### src/rtl/mdu_pkg.sv
// rtl/mdu_pkg.sv - shared types and helpers for the iterative multiply/divide sequencer
//
// Contents:
//   XLEN         default operand/result width
//   mdu_op_e     RV32M funct3 encodings
//   mdu_state_e  sequencer states
//   op_signed_a / op_signed_b  operand signedness per op
//   div_special  result for divide-by-zero and signed overflow
package mdu_pkg;

  localparam int XLEN = 32;

  typedef enum logic [2:0] {
    OP_MUL    = 3'b000,
    OP_MULH   = 3'b001,
    OP_MULHSU = 3'b010,
    OP_MULHU  = 3'b011,
    OP_DIV    = 3'b100,
    OP_DIVU   = 3'b101,
    OP_REM    = 3'b110,
    OP_REMU   = 3'b111
  } mdu_op_e;

  typedef enum logic [1:0] {
    ST_IDLE = 2'd0,
    ST_MUL  = 2'd1,
    ST_DIV  = 2'd2,
    ST_DONE = 2'd3
  } mdu_state_e;

  // rs1 is signed for MUL, MULH, MULHSU, DIV, REM
  function automatic logic op_signed_a(input logic [2:0] op);
    return (~op[2] & (op[1:0] != 2'b11)) | (op[2] & ~op[0]);
  endfunction

  // rs2 is signed for MUL, MULH, DIV, REM
  function automatic logic op_signed_b(input logic [2:0] op);
    return (~op[2] & ~op[1]) | (op[2] & ~op[0]);
  endfunction

  // Divide by zero: quotient all-ones, remainder = dividend.
  // Signed overflow (MIN / -1): quotient = dividend (MIN), remainder 0.
  function automatic logic [XLEN-1:0] div_special(input logic is_rem,
                                                  input logic [XLEN-1:0] a,
                                                  input logic is_zero);
    if (is_zero) return is_rem ? a : {XLEN{1'b1}};
    else         return is_rem ? {XLEN{1'b0}} : a;
  endfunction

endpackage

### src/rtl/mdu_divstep.sv
// rtl/mdu_divstep.sv - one combinational restoring-division iteration
//
// Ports:
//   rem, quot, divisor    current partial remainder, quotient/dividend shift register, divisor
//   rem_next, quot_next   values after shifting {rem,quot} left and trial-subtracting
module mdu_divstep
  import mdu_pkg::*;
(
  input  logic [XLEN-1:0] rem,
  input  logic [XLEN-1:0] quot,
  input  logic [XLEN-1:0] divisor,
  output logic [XLEN-1:0] rem_next,
  output logic [XLEN-1:0] quot_next
);

  logic [XLEN:0] trial;
  logic          ge;

  // rem < divisor always holds, so the shifted trial value needs one extra bit;
  // when it is >= divisor the difference fits back into XLEN bits.
  assign trial     = {rem, quot[XLEN-1]};
  assign ge        = (trial >= {1'b0, divisor});
  assign rem_next  = ge ? (trial[XLEN-1:0] - divisor) : trial[XLEN-1:0];
  assign quot_next = {quot[XLEN-2:0], ge};

endmodule

### src/rtl/mdu_seq.sv
// rtl/mdu_seq.sv - iterative RV32M multiply/divide sequencer for the EX stage
//
// Ports:
//   clk, reset         clock; asynchronous active-high reset
//   MdStartE, MdOpE    start request and funct3 of the M op
//   SrcAE, SrcBE       forwarded rs1/rs2 operands
//   KillE              abort the in-flight op
//   StallE             hold F/D/E, bubble EX/MEM
//   MdDoneE, MdResultE result valid strobe and registered result
//
// Build option MDU_FASTPATH_EN: divide-by-zero and signed overflow skip the
// iterations and finish after a single stall cycle.
module mdu_seq
  import mdu_pkg::*;
(
  input  logic            clk,
  input  logic            reset,
  input  logic            MdStartE,
  input  logic [2:0]      MdOpE,
  input  logic [XLEN-1:0] SrcAE,
  input  logic [XLEN-1:0] SrcBE,
  input  logic            KillE,
  output logic            StallE,
  output logic            MdDoneE,
  output logic [XLEN-1:0] MdResultE
);

  localparam int CW = $clog2(XLEN);

  mdu_state_e      state, state_n;
  logic [CW-1:0]   cnt;
  logic [XLEN-1:0] hi, lo, opb, a_raw;
  logic [1:0]      op;
  logic            sign_a, sign_b, div_zero, div_ovf;

  // Operand preparation in IDLE
  logic            in_sa, in_sb, in_zero, in_ovf, fast;
  logic [XLEN-1:0] abs_a, abs_b, fast_res;

  assign in_sa    = op_signed_a(MdOpE) & SrcAE[XLEN-1];
  assign in_sb    = op_signed_b(MdOpE) & SrcBE[XLEN-1];
  assign abs_a    = in_sa ? -SrcAE : SrcAE;
  assign abs_b    = in_sb ? -SrcBE : SrcBE;
  assign in_zero  = (SrcBE == '0);
  assign in_ovf   = op_signed_b(MdOpE) & MdOpE[2] &
                    (SrcAE == {1'b1, {(XLEN-1){1'b0}}}) & (&SrcBE);
  assign fast_res = div_special(MdOpE[1], SrcAE, in_zero);
`ifdef MDU_FASTPATH_EN
  assign fast     = MdOpE[2] & (in_zero | in_ovf);
`else
  assign fast     = 1'b0;
`endif

  // Multiply iteration: {hi,lo} product register, lo starts as the multiplier
  logic [XLEN:0]   mul_sum;
  logic [XLEN-1:0] mul_hi_n, mul_lo_n;
  assign mul_sum  = {1'b0, hi} + (lo[0] ? {1'b0, opb} : '0);
  assign mul_hi_n = mul_sum[XLEN:1];
  assign mul_lo_n = {mul_sum[0], lo[XLEN-1:1]};

  // Divide iteration: hi is the partial remainder, lo the dividend/quotient
  logic [XLEN-1:0] div_rem_n, div_quot_n;
  mdu_divstep u_divstep (
    .rem       (hi),
    .quot      (lo),
    .divisor   (opb),
    .rem_next  (div_rem_n),
    .quot_next (div_quot_n)
  );

  // Final results are formed from the last iteration's next values so that
  // MdResultE is already registered during the DONE cycle.
  logic [2*XLEN-1:0] prod, prod_c;
  logic [XLEN-1:0]   mul_res, quot_c, rem_c, div_res;
  logic              last;

  assign last    = (cnt == '0);
  assign prod    = {mul_hi_n, mul_lo_n};
  assign prod_c  = (sign_a ^ sign_b) ? -prod : prod;
  assign mul_res = (op == 2'b00) ? prod_c[XLEN-1:0] : prod_c[2*XLEN-1:XLEN];
  assign quot_c  = (sign_a ^ sign_b) ? -div_quot_n : div_quot_n;
  assign rem_c   = sign_a ? -div_rem_n : div_rem_n;
  assign div_res = (div_zero | div_ovf) ? div_special(op[1], a_raw, div_zero)
                                        : (op[1] ? rem_c : quot_c);

  always_comb begin
    state_n = state;
    case (state)
      ST_IDLE: if (MdStartE) state_n = fast ? ST_DONE : (MdOpE[2] ? ST_DIV : ST_MUL);
      ST_MUL:  if (last) state_n = ST_DONE;
      ST_DIV:  if (last) state_n = ST_DONE;
      default: state_n = ST_IDLE;
    endcase
    if (KillE) state_n = ST_IDLE;
  end

  always_ff @(posedge clk or posedge reset) begin
    if (reset) begin
      state     <= ST_IDLE;
      cnt       <= '0;
      hi        <= '0;
      lo        <= '0;
      opb       <= '0;
      a_raw     <= '0;
      op        <= '0;
      sign_a    <= 1'b0;
      sign_b    <= 1'b0;
      div_zero  <= 1'b0;
      div_ovf   <= 1'b0;
      MdResultE <= '0;
    end else begin
      state <= state_n;
      if (!KillE) begin
        case (state)
          ST_IDLE: if (MdStartE) begin
            cnt      <= CW'(XLEN - 1);
            hi       <= '0;
            lo       <= MdOpE[2] ? abs_a : abs_b;
            opb      <= MdOpE[2] ? abs_b : abs_a;
            a_raw    <= SrcAE;
            op       <= MdOpE[1:0];
            sign_a   <= in_sa;
            sign_b   <= in_sb;
            div_zero <= MdOpE[2] & in_zero;
            div_ovf  <= in_ovf;
            if (fast) MdResultE <= fast_res;
          end
          ST_MUL: begin
            hi  <= mul_hi_n;
            lo  <= mul_lo_n;
            cnt <= cnt - 1'b1;
            if (last) MdResultE <= mul_res;
          end
          ST_DIV: begin
            hi  <= div_rem_n;
            lo  <= div_quot_n;
            cnt <= cnt - 1'b1;
            if (last) MdResultE <= div_res;
          end
          default: ;
        endcase
      end
    end
  end

  assign StallE  = (((state == ST_IDLE) & MdStartE) | (state == ST_MUL) |
                    (state == ST_DIV)) & ~KillE;
  assign MdDoneE = (state == ST_DONE) & ~KillE;

endmodule

### config.mk
export PLATFORM = sky130hd
export DESIGN_NAME = mdu_seq
export DESIGN_NICKNAME = d
export VERILOG_FILES = /design/src/rtl/mdu_pkg.sv /design/src/rtl/mdu_divstep.sv /design/src/rtl/mdu_seq.sv
export SDC_FILE = /design/constraint.sdc
export NUM_CORES = 1
export LEC_CHECK = 0
export ABC_AREA = 1
export CORE_MARGIN = 2
export CORE_UTILIZATION = 45
export CTS_CLUSTER_DIAMETER = 40
export DETAILED_ROUTE_END_ITERATION = 7
export PLACE_DENSITY = 0.73
export SLEW_MARGIN = 0
export SYNTH_ARGS = -nofsm -noshare
export SYNTH_HDL_FRONTEND = slang
export SYNTH_HIERARCHICAL = 1
export SYNTH_SLANG_ARGS = --single-unit
### constraint.sdc
create_clock -name clk -period 8.4 [get_ports clk]
set_input_delay 2.52 -clock clk [delete_from_list [all_inputs] [get_ports clk]]
set_output_delay 2.52 -clock clk [all_outputs]
set_load 0.1 [all_outputs]
==> key figures, run 1 <==
Run status
  – Status: complete, no violations

Global route
  – Gr ovfl total: 0
  – Vias in the first global route: 21.72k
  – Tot GR Track Use: 36.71%
  – Initial antenna violation count: 1
  – First-pass GRT wire length: 132,100 um
  – Largest net degree at the start of global routing: 127

Timing
  – Fin Clk Skew: 0.01553 ns
  – RSZ-0062 raised after global routing: false
  – Worst Max-Slew Pin Slew: 1.177 ns
  – Fmax: 147.2 MHz
  – Max-Slew Margin vs Limit: 21.25%
  – Fin crit share: 80.89%
  – Setup TNS: 0 ns
  – Crit path time final: 6.795 ns
  – # setup viols final: 0
  – Endpoints failing hold: 0
  – WHS: 0.4829 ns
  – Slew Limit Fails: 0

Logic synthesis
  – Syn_area_per_cell: 5.852 um2
  – Post-synth EDFFs: 0
  – Ys flop type: dfrtp_1
  – Post-synthesis cell area: 20,900 um2
  – #FFs+latches synth: 173
  – Sequential area share after synthesis: 20.72%
  – Distinct cells, synth: 60
  – Synth warn: 6
  – FFs w/ async S/R, synth: 100.0%
  – Mapped Cells: 3,571
  – Syn nets: 3,721

Floorplan
  – Die Area: 48,180 um2
  – # IOs: 105
  – Number of cell rows: 78
  – DIE WIDTH: 219.5 um
  – Initial Utilization: 45.85%
  – Die H: 219.5 um
  – Core footprint: 45,580 um2

Final layout
  – Area Growth Syn to Fin: 8.580%
  – Layout Nets: 3,715
  – Most common cell after layout, fill and taps aside: nand2_1
  – Layout cells sized above 1: 6.316%
  – Post-Layout Inst Area: 22,690 um2
  – Fin cells: 4,178
  – Most frequent cells in the layout: nand2_1, inv_1, nor2_1
  – Antenna cell count: 0

Route
  – Via count: 24.09k
  – Remaining DRCs: 0
  – Post-DRT Antenna Nets: 0
  – DR iter-0 viols: 3,543
  – Routed WL: 89,060 um
  – Wire length per cell: 21.32 um
  – Iteration count of the initial detailed-routing pass: 6
  – Vias per Instance: 5.765

Clocking
  – Clk_lat worst skew: 0.47 ns
  – Root Buffer Master: clkbuf_16
  – Post-CTS sizing: 0
  – Clock Pin Slew Worst Setup and Hold Paths: 0.07 ns
  – Hold Buf Count CTS: 0
  – Clk buf depth: 2
  – CTS tree: built
  – CTS buffer count: 17
  – H-tree depth: 4
  – Post-CTS Setup Inserts: 0
  – Clk sinks: 173

Place
  – DP Area: 22,100 um2
  – Placed cell count: 4,146
  – GP Congestion: 1.080
  – Buffers on Ports: 104
  – DP HPWL: 70,970 um

Run
  – Maxcap violations: 0

Setup path
  – Crit start category: input pin
  – Crit path largest cell delay: 1.13 ns
  – Most used cell, CP: clkdlybuf4s50_1
  – CP max-delay cell: clkdlybuf4s50_1
  – CP cell instances: clkdlybuf4s50_1 > nor2_1 > clkdlybuf4s50_1
  – CP endpoint kind: output port
  – Critical path class: input pin to output port
  – Worst path required time: 5.88 ns
  – Crit-path max FO: 5
  – CP arrival: 4.27 ns
  – R2r worst-path depth: 26

Power and ir drop
  – Worst vdd ir: 0.2770 mV
  – Leakage: 11.93 nW
  – PwrDens: 319.5 nW/um2

Min path
  – Worst hold path type: flip-flop to flip-flop
  – Min-Delay Path Depth: 2
[cells in the mapped netlist (3+ instances only)]
master / instances / share of area [%]
nand2_1: 1127 / 20
nand2_2: 48 / 1.4
nor2_4: 14 / 0.75
nand2_4: 3 / 0.16
nor4_1: 9 / 0.27
a211oi_1: 5 / 0.18
o221ai_1: 10 / 0.42
nand3_1: 223 / 5.3
nand3_2: 24 / 1.1
and2_1: 11 / 0.33
o21ai_0: 211 / 5.1
nand3b_1: 28 / 1.0
o21ai_1: 6 / 0.14
o211ai_1: 23 / 0.83
buf_4: 33 / 1.2
buf_2: 16 / 0.38
inv_1: 534 / 9.6
or2_2: 6 / 0.18
clkbuf_1: 89 / 1.6
nor3_2: 10 / 0.48
dfrtp_1: 173 / 21
buf_1: 8 / 0.14
nor2_2: 17 / 0.51
a21oi_1: 187 / 4.5
a31oi_1: 6 / 0.18
a221oi_1: 3 / 0.13
xor2_1: 79 / 3.3
a22oi_1: 26 / 0.93
ha_1: 77 / 4.6
xnor2_1: 5 / 0.21
a21o_1: 5 / 0.18
clkbuf_8: 4 / 0.26
o22ai_1: 69 / 2.1
nor2_1: 280 / 5.0
a22o_1: 34 / 1.4
o31ai_1: 7 / 0.25
nand4_1: 45 / 1.3
nor3_1: 53 / 1.3
clkinv_1: 5 / 0.090
inv_2: 29 / 0.52
[metal layers]
layer	up-vias	GRT usage, %	wire, um
met4	0	23.69	6737
met1	10880	47.98	35050
met5	-	0	0
li1	11440	-	-
met2	1472	55.43	37500
met3	300	6.929	9772
[per-stage QoR]
step           worst slack [ns]  power, mW  utilization [%]
3_3_place_gp              1.611      6.171            48.48
4_1_cts                   1.598      7.033            49.79
3_5_place_dp              1.599      6.182            48.48
5_1_grt                   1.564      7.708            49.79
2_1_floorplan             1.192      4.737                -
6_report                  1.605      7.250            49.79
[final timing paths]
kind                              start             to  slack (ns)
hold reg to reg            MdResultE[5]   MdResultE[5]        0.48
setup reg to reg                opb[30]  MdResultE[15]        2.85
min in group asynchronous         reset        opb[22]        2.47
hold / removal             MdResultE[5]   MdResultE[5]        0.48
max in group asynchronous         reset  MdResultE[25]        4.78
setup / recovery                  KillE        MdDoneE        1.61
[cell type report]
class | count | area, um2
fillers | 4847 | 22890
multi-input cells | 2676 | 13640
flip-flops and latches | 173 | 4329
inverters | 568 | 2137
repair buffers | 129 | 1239
well taps | 600 | 750.7
clock buffers | 17 | 425.4
clock inverters | 15 | 167.7
[worst max-delay path, delay by kind of cell]
| kind | cells | cell delay, ns |
|---|---|---|
| buffers and inverters | 2 | 1.62 |
| and+or+nand+nor | 1 | 0.13 |
[state kept, by name (all words and copies together), names as in the netlist, 2 cells and up]
signal	count
op	2
a_raw	32
state	2
MdResultE	32
opb	32
lo	32
hi	32
cnt	5
[kinds of logic after synthesis]
group                      synth area share [%]
AOI/OAI and AO/OA                         16.94
buffers and inverters                     14.08
xor gates and xnor gates                  3.521
adders and majority gates                 4.802
and+or+nand+nor                           39.95
DFF                                       20.72
[report_power, final]
part	switching, mW	internal, mW	leakage [nW]
Sequential	0.483	1.08	2.22
Clock	0.417	0.425	0.291
Combinational	3.44	1.40	9.41
No activity file was read; power rests on OpenSTA's default activity.
==> run 2: changes to the inputs <==
PLACE_DENSITY = 0.75   (was 0.73)
clock period = 6.1 ns   (was 8.4 ns; I/O delays follow)
==> run 2 against run 1 <==
  * Count of clock-buffer cells in the layout unchanged
  * Global-route usage grew 1.7 points
  * Via count up 1.2%
  * Worst setup slack worse by 0.28 ns
  * Sequential power rose by 33%
  * Register-to-register slack lost 1.5 ns
  * Critical path depth grew 26
  * Total power rose by 40%
  * Cell area rose by 0.57%
  * Clock skew grew 0.0042 ns
  * Combinational power is 41% higher
==> key figures, run 2 (synthesis gave the netlist of run 1 again) <==
Setup path
  – Most used cell, CP: nand2_1
  – Setup crit start: opb[11]
  – Worst path required time: 6.51 ns (+0.63 ns)
  – Crit start category: flip-flop
  – RR Startpoint: opb[11]
  – Critical path class: flip-flop to flip-flop
  – CP max-delay cell: dfrtp_1
  – CP arrival: 5.18 ns (+0.91 ns)
  – Crit path largest cell delay: 0.52 ns (-0.61 ns)
  – Reg-to-reg slack, setup: 1.33 ns (-1.52 ns)
  – CP endpoint kind: flip-flop
  – Crit-path max FO: 36 (+31)

Power and ir drop
  – Sw Ratio: 58.92% (-0.95 points)
  – PwrDens: 445.8 nW/um2 (+40%)
  – Leakage: 11.99 nW (+0.53%)
  – Clock Power Share: 12.5% (+0.9 points)
  – Worst vdd ir: 0.3828 mV (+38%)
  – Internal power: 4.179 mW (+44%)
  – Power, Total: 10.17 mW (+40%)
  – Sequential share of power: 20.3% (-1.3 points)
  – Switching power total: 5.995 mW (+38%)
  – Share of power burned in combinational logic: 67.2% (+0.4 points)

Final layout
  – Filler cells: 4,832 (-0.31%)
  – Most frequent cells in the layout: nand2_1, inv_1, nor2_1
  – Most common cell after layout, fill and taps aside: nand2_1
  – Area Growth Syn to Fin: 9.202%
  – Layout cells sized above 1: 6.449% (+0.13 points)
  – Final Util: 50.07% (+0.29 points)
  – Layout Nets: 3,721 (+0.16%)
  – Antenna cell count: 0 (unchanged)

Route
  – DR iter-0 viols: 3,071 (-13%)
  – Vias per Instance: 5.828 (+1.1%)
  – Wire length per cell: 22.12 um (+3.8%)
  – Routed WL: 92,490 um (+3.9%)
  – Via count: 24.37k (+1.2%)
  – Iteration count of the initial detailed-routing pass: 6 (unchanged)
  – Remaining DRCs: 0 (unchanged)
  – Post-DRT Antenna Nets: 0 (unchanged)

Global route
  – Met3 Use GR: 9.289% (+2.4 points)
  – Vias in the first global route: 22.50k (+3.6%)
  – Tot GR Track Use: 38.39% (+1.7 points)
  – Gr ovfl total: 0 (unchanged)
  – GR Layer Usage met1: 49.72% (+1.7 points)
  – Largest net degree at the start of global routing: 90 (-29%)
  – Gr busiest metal: met2
  – First-pass GRT wire length: 137,400 um (+4.0%)
  – GRT met2 Usage: 56.83% (+1.4 points)
  – Initial antenna violation count: 1 (unchanged)

Floorplan
  – Initial Utilization: 45.85% (unchanged)
  – DIE WIDTH: 219.5 um (unchanged)
  – # IOs: 105 (unchanged)
  – Core footprint: 45,580 um2 (unchanged)
  – Die Area: 48,180 um2 (unchanged)
  – Die H: 219.5 um (unchanged)
  – Number of cell rows: 78 (unchanged)

Min path
  – Min-Delay Startpoint: MdResultE[6]
  – Worst hold path type: flip-flop to flip-flop

Timing
  – Endpoints failing hold: 0 (unchanged)
  – Fmax: 209.5 MHz
  – Slew Limit Fails: 0 (unchanged)
  – Worst Max-Slew Pin Slew: 1.267 ns (+0.09010 ns)
  – Fin crit share: 78.25%
  – Max-Slew Margin vs Limit: 15.22% (-6.0 points)
  – Setup TNS: 0 ns (unchanged)
  – Crit path time final: 4.773 ns
  – RSZ-0062 raised after global routing: false
  – # setup viols final: 0 (unchanged)
  – Fin Clk Skew: 0.01971 ns (+0.004183 ns)

Place
  – GP Congestion: 1.085 (+0.47%)
  – DP HPWL: 73,900 um (+4.1%)
  – Buffers on Ports: 104 (unchanged)

Clocking
  – Clk sinks: 173 (unchanged)
  – Root Buffer Master: clkbuf_16
  – CTS buffer count: 17 (unchanged)
  – Post-CTS sizing: 0 (unchanged)
  – CTS tree: built
  – Post-CTS Setup Inserts: 0 (unchanged)
  – Clock Pin Slew Worst Setup and Hold Paths: 0.08 ns (about the same)
  – H-tree depth: 4 (unchanged)
  – Clk buf depth: 2 (unchanged)
  – Hold Buf Count CTS: 0 (unchanged)
  – Clk_lat worst skew: 0.48 ns (about the same)

Run status
  – Status: complete, no violations

Run
  – Maxcap violations: 0 (unchanged)
## run 2: cell types whose count changed in the layout (fill, tap and decap cells not counted)
cell             change
buf_4                +5
inv_6                -1
bufinv_16            +4
inv_8                -5
clkinv_8             +1
clkinv_4             -1
clkdlybuf4s50_1      -1
buf_12               +2
## run 2: final cells by class
class / instances / area [um2] / share of cell area (%)
clock buffer: 17 / 425.4 / 1.864
sequential: 173 / 4329 / 18.97
clock inverter: 13 / 231.5 / 1.014
multi-input combinational: 2676 / 13640 / 59.78
timing repair buffer: 135 / 1306 / 5.724
inverter: 568 / 2136 / 9.359
tap: 600 / 750.7 / 3.290
## run 2: final timing paths
| check | endpoint | cells after the start |
|---|---|---|
| max reg2reg | MdResultE[24] | 29 |
| max in group asynchronous | MdResultE[11] | 3 |
| min | MdResultE[6] | 1 |
| min reg2reg | MdResultE[6] | 1 |
| max | MdResultE[24] | 29 |
| min in group asynchronous | opb[0] | 2 |
## run 2: metal layers
layer / up-vias / routed length [um]
met3: 312 / 10680
li1: 11450 / -
met4: 2 / 7123
met1: 11080 / 36170
met5: - / 12
met2: 1525 / 38500
## run 2: power groups by stage
stage                     registers [mW]  logic (mW)  clock network [mW]
after global placement              2.02        6.55                   0
after floorplan                     1.74        4.79                   0
after global routing                2.08        7.42                1.31
final                               2.07        6.83                1.28
after detailed placement            2.03        6.55                   0
after CTS                           2.01        6.58                1.27
## run 2: metrics by stage
stage                     hold slack, ns  cells  cell area [um2]  setup WS, ns
after global placement            0.4605   4152            22160         1.349
final                             0.4800   4182            22820         1.327
after CTS                         0.4837   4182            22820         1.354
after detailed placement          0.4691   4152            22160         1.297
after global routing              0.4948   4182            22820        0.9178
after floorplan                   0.4419   3571            20900         1.103
## run 2: worst max-delay path, delay by kind of cell, from the launching register on
family | cells | cell delay [ns]
adders and majority gates | 2 | 0.56
DFF | 1 | 0.52
and+or+nand+nor | 18 | 2.44
AOI/OAI and AO/OA | 4 | 0.69
buffers and inverters | 5 | 0.50
